==> config.mk <==
export PLATFORM = sky130hd
export DESIGN_NAME = div_unit
export DESIGN_NICKNAME = d
export VERILOG_FILES = /design/src/rtl/div_unit.sv
export SDC_FILE = /design/constraint.sdc
export NUM_CORES = 1
export LEC_CHECK = 0
export BUFFER_PORTS_ARGS = -buffer_cell sky130_fd_sc_hd__buf_2
export CAP_MARGIN = 20
export CORE_ASPECT_RATIO = 0.6
export CORE_UTILIZATION = 29
export DETAILED_ROUTE_END_ITERATION = 16
export HOLD_SLACK_MARGIN = 0.05
export PLACE_DENSITY = 0.43
export SLEW_MARGIN = 20
export SYNTH_ARGS = -nofsm -noshare
export SYNTH_HDL_FRONTEND = slang
export SYNTH_SLANG_ARGS = --single-unit
==> constraint.sdc <==
create_clock -name clk -period 8.28 [get_ports clk]
set_input_delay 0.828 -clock clk [delete_from_list [all_inputs] [get_ports clk]]
set_output_delay 0.828 -clock clk [all_outputs]
set_load 0.05 [all_outputs]
==> src/rtl/div_unit.sv <==
// Radix-2 restoring divider for RV32M DIV/DIVU/REM/REMU.
// Unsigned core with sign fix-up, fast path for divide-by-zero and signed overflow.
module div_unit #(
  parameter int WIDTH = 32,
  parameter int CNT_W = $clog2(WIDTH) + 1
) (
  input  logic             clk,
  input  logic             rst,
  input  logic             start,
  input  logic [2:0]       funct3,
  input  logic [WIDTH-1:0] op_a,
  input  logic [WIDTH-1:0] op_b,
  input  logic             flush,
  output logic             stall,
  output logic             busy,
  output logic             done,
  output logic [WIDTH-1:0] result
);

  typedef enum logic [1:0] {IDLE, RUN, DONE} state_t;

  state_t           state, state_nxt;
  logic [WIDTH-1:0] rem, dvd, dsr;
  logic [CNT_W-1:0] cnt;
  logic             is_rem, neg_q, neg_r;

  logic             accept, is_signed, div0, ovf, fast, last;
  logic [WIDTH-1:0] a_abs, b_abs, special;
  logic [WIDTH:0]   rem_sh, trial;
  logic [WIDTH-1:0] rem_nxt, q_nxt, fix;

  assign accept    = (state == IDLE) && start && funct3[2] && !flush;
  assign is_signed = !funct3[0];
  assign div0      = (op_b == '0);
  assign ovf       = is_signed && (op_a == {1'b1, {(WIDTH-1){1'b0}}}) && (op_b == '1);
  assign fast      = div0 || ovf;
  assign a_abs     = (is_signed && op_a[WIDTH-1]) ? -op_a : op_a;
  assign b_abs     = (is_signed && op_b[WIDTH-1]) ? -op_b : op_b;
  // RISC-V mandated results that bypass the iteration
  assign special   = div0 ? (funct3[1] ? op_a : '1) : (funct3[1] ? '0 : op_a);

  // One restoring step; the extra top bit of the trial is the borrow
  assign rem_sh  = {rem, dvd[WIDTH-1]};
  assign trial   = rem_sh - {1'b0, dsr};
  assign rem_nxt = trial[WIDTH] ? rem_sh[WIDTH-1:0] : trial[WIDTH-1:0];
  assign q_nxt   = {dvd[WIDTH-2:0], ~trial[WIDTH]};
  assign fix     = is_rem ? (neg_r ? -rem_nxt : rem_nxt) : (neg_q ? -q_nxt : q_nxt);
  assign last    = (cnt == CNT_W'(WIDTH - 1));

  always_ff @(posedge clk or posedge rst) begin
    if (rst) state <= IDLE;
    else     state <= state_nxt;
  end

  always_comb begin
    state_nxt = state;
    case (state)
      IDLE:    if (accept) state_nxt = fast ? DONE : RUN;
      RUN:     if (last) state_nxt = DONE;
      DONE:    state_nxt = IDLE;
      default: state_nxt = IDLE;
    endcase
    if (flush) state_nxt = IDLE;
  end

  assign stall = accept || (state == RUN);
  assign busy  = (state != IDLE);
  assign done  = (state == DONE);

  always_ff @(posedge clk or posedge rst) begin
    if (rst) begin
      rem    <= '0;
      dvd    <= '0;
      dsr    <= '0;
      cnt    <= '0;
      is_rem <= 1'b0;
      neg_q  <= 1'b0;
      neg_r  <= 1'b0;
      result <= '0;
    end else if (accept) begin
      is_rem <= funct3[1];
      neg_q  <= is_signed && (op_a[WIDTH-1] ^ op_b[WIDTH-1]);
      neg_r  <= is_signed && op_a[WIDTH-1];
      rem    <= '0;
      dvd    <= a_abs;
      dsr    <= b_abs;
      cnt    <= '0;
      if (fast) result <= special;
    end else if (state == RUN && !flush) begin
      rem <= rem_nxt;
      dvd <= q_nxt;
      cnt <= cnt + CNT_W'(1);
      if (last) result <= fix;
    end
  end

endmodule

==> impl_metrics.yaml <==
worst_setup_path:
  crit_required_ns: 8.60
  critical_path.startpoint_type: "register"
  worstPathArrival_ns: 6.15
  slowest_delay_ns: 0.81
  crit_fanout: 9
  end_kind: "register"
  path_cells: "inv_1, ha_1, fa_1, nand2b_1, a211oi_4, o211a_1, a2bb2oi_1, a211oi_1, a211oi_4, inv_2, mux2_2, ha_1, nand3b_1, or3b_2, nor3_1, mux2i_1, nand2_1, mux2_2, o21ai_0, o21ai_0"
  crit_slowest_cell: "mux2i_1"
  path_class: "reg -> reg"
power_and_ir_drop:
  switching_share_pct: 43.9
  clockPowerShare_pct: 27.5
  p_per_area_nw_per_um2: 211
  combPwrFrac_pct: 41.8
  internal_power_mw: 1.64
  power_frac_seq_pct: 30.7
  peakVddDrop_uv: 89.5
  power_leakage_nw: 5.81
  p_sw_mw: 1.29
layout:
  drive_gt1_share_pct: 12.6
  post-route-util_pct: 33.3
  fin_cells: 2219
  nFillCells: 4514
  syn_to_final_growth_pct: 12.9
  nNetsFinal: 1745
place:
  place_inst: 2186
  gp_congestion: 0.881
  port_buffers: 105
  dp_hpwl_mm: 38.0
logic_synthesis:
  synth_seq_cells: 139
  synth_area_leader_cell: "dfrtp_1"
  async_flop_share_pct: 100
  syn-instance-count: 1591
  yosysMostFrequentCell: "o21ai_0"
  synth_top_area_share_pct: 28.2
  ys_seq_area_share_pct: 28.2
  yosysUniqueCellTypes: 85
  syn-num-nets: 1701
  synth_flop_cell: "dfrtp_1"
  yosys-top-cells-area: "dfrtp_1 (28%), o21ai_0 (7.9%), xnor2_1 (5.2%), a21oi_1 (4.3%), nand2_1 (4.1%)"
  netlist_top_cells_count: "o21ai_0 (194), dfrtp_1 (139), nand2_1 (135), nor2_1 (125), a21oi_1 (106)"
  synth_edf_count: 0
  yosysWarnings: 0
  avgSynthCellArea_um2: 7.75
  syn-cell-area_um2: 12300
grt:
  grt_use_met1_pct: 37.9
  grt_overflow_total: 0
  grt_first_pass_wirelength_mm: 74.3
  antenna_found_initial: 2
  grtUsageMet3_pct: 4.61
  grt_max_degree: 81
  track_usage_pct: 22.8
  grtUsageMet2_pct: 29.2
  grt_pass1_vias: 11500
  busiest_layer: "met1"
outcome:
  outcome: "complete, but fails checks"
  violations: "design-rule violations"
die:
  row_count: 58
  dieArea_um2: 43400
  die_h_um: 162
  ioPinCount: 106
  initial_utilization_pct: 29.5
  die_w_um: 268
  coreArea_um2: 41900
sta:
  maxSlewViolCount: 0
  setup_viol_count_final: 0
  skew_ns: 0.0141
  timing.fmax_ghz: 0.172
  fin_crit_ns: 5.82
  setup_tns_ns: 0
  hold_viol: 0
  rsz0062_at_grt: "no"
  hold_slack_ns: 0.482
  worst_slew_pin_slew_ns: 1.09
  finalCritPeriodShare_pct: 70.3
  slew_headroom_pct: 25.3
drt:
  viasPerCell: 5.60
  drt_iter0_drc: 1195
  first_pass_iters: 11
  routed_wl_mm: 49.4
  postRouteAntennaNets: 0
  via_count: 12400
  drc_errors: 4
  wl_per_cell_um: 22.3
hold_path:
  hp-class: "reg -> reg"
cts:
  h-tree-depth: 4
  cts_sinks: 139
  cts_inserted_buffers: 17
  cts_tree: "yes"
  post-cts-setup-buffer-count: 0
  clock_path_buffers: 2
  ctsHoldBuffers: 0
  clk_pin_slew_ns: 0.07
  clockRootBuffer: "clkbuf_16"
  cts-resized-gates: 0
  clk_latency_ns: 0.46
run:
  max-cap-violations: 0
==> placed cells by master (no fill, tap or decap), drive strengths merged, types with 5 or more instances in the layout <==
cell type,Yosys,layout
o21ai,196,196
dfrtp,139,139
nand2,135,135
nor2,126,126
buf,36,122
a21oi,109,109
inv,68,78
xnor2,73,73
xor2,57,57
nand3,56,56
nor3,53,53
ha,38,38
mux2i,32,32
a22oi,32,32
nand4,27,27
o31ai,27,27
or3,27,27
nor4,20,20
a211oi,20,20
o211ai,19,19
a31oi,18,18
clkbuf,61,18
a21o,15,15
and3,15,15
nand2b,14,14
maj3,14,14
or4,13,13
o41ai,13,13
o21a,12,12
or2,11,11
nor2b,10,10
and2,9,9
mux2,8,8
o22ai,7,7
o2111ai,7,7
nor4b,7,7
nor3b,5,5
o311ai,5,5
==> cell type report <==
class | instances | area (µm²) | share of cell area [%]
diodes | 1 | 2.50 | 0.0180
clock buffers | 18 | 439 | 3.15
clock inverters | 14 | 148 | 1.06
inverters | 68 | 260 | 1.87
multi-input cells | 1287 | 8230 | 59.1
flip-flops and latches | 139 | 3480 | 25.0
well taps | 570 | 713 | 5.12
repair buffers | 122 | 653 | 4.69
==> logic make-up (layout without fill, tap and decap cells) <==
logic type	count (synthesis)	count (layout)	share of synthesized area, %
and+or+nand+nor	541	541	22.0
AOI/OAI and AO/OA	523	523	26.7
buffers and inverters	165	222	5.39
DFF	139	139	28.2
xor gates and xnor gates	130	130	9.23
adders and majority gates	53	53	5.15
muxes	40	40	3.33
other	0	1	0
==> path summary, 6_finish.rpt <==
check,start,end,slack (ns),depth (start not counted)
min in group asynchronous,rst,dsr[2]$_DFFE_PP0P_,0.53,2
setup reg to reg,dvd[31]$_DFFE_PP0P_,result[26]$_DFFE_PP0P_,2.46,20
hold reg to reg,dsr[15]$_DFFE_PP0P_,dsr[15]$_DFFE_PP0P_,0.48,2
max in group asynchronous,rst,dvd[27]$_DFFE_PP0P_,6.32,3
hold / removal,dsr[15]$_DFFE_PP0P_,dsr[15]$_DFFE_PP0P_,0.48,2
setup / recovery,dvd[31]$_DFFE_PP0P_,result[26]$_DFFE_PP0P_,2.46,20
==> sequential cells by signal (all words and copies together), names as in the netlist <==
signal / flops
result: 32
neg_r: 1
neg_q: 1
dsr: 32
rem: 32
is_rem: 1
state: 2
dvd: 32
cnt: 6
==> layer usage <==
layer	part of all wire (%)	vias to the layer above
met5	0	-
met4	0.54	0
met3	6.3	22
met2	38	355
met1	55	6110
li1	-	5939
==> worst max-delay path: cells and delay by family (launching register included) <==
family / cells / cell delay, ns
buf+inv: 2 / 0.24
mux: 3 / 1.57
flops: 1 / 0.42
fa+ha+maj: 3 / 0.91
simple gates: 5 / 0.97
compound gates: 7 / 1.57
==> power by group through the flow <==
stage | Sequential, mW | Clock [mW] | Combinational [mW]
floorplan | 0.857 | 0 | 0.878
global placement | 0.908 | 0 | 1.20
detailed placement | 0.910 | 0 | 1.20
CTS | 0.897 | 0.817 | 1.21
global route | 0.914 | 0.846 | 1.35
finish | 0.900 | 0.806 | 1.23
==> through the flow <==
stage,instance area (µm²),total power [mW],setup WS (ns)
6_report,13900,2.93,2.46
5_1_grt,13900,3.11,2.24
4_1_cts,13900,2.92,2.65
3_5_place_dp,13300,2.11,2.70
3_3_place_gp,13300,2.11,2.85
2_1_floorplan,12300,1.74,3.16
Note: power is estimated with default switching activity, not from simulation.
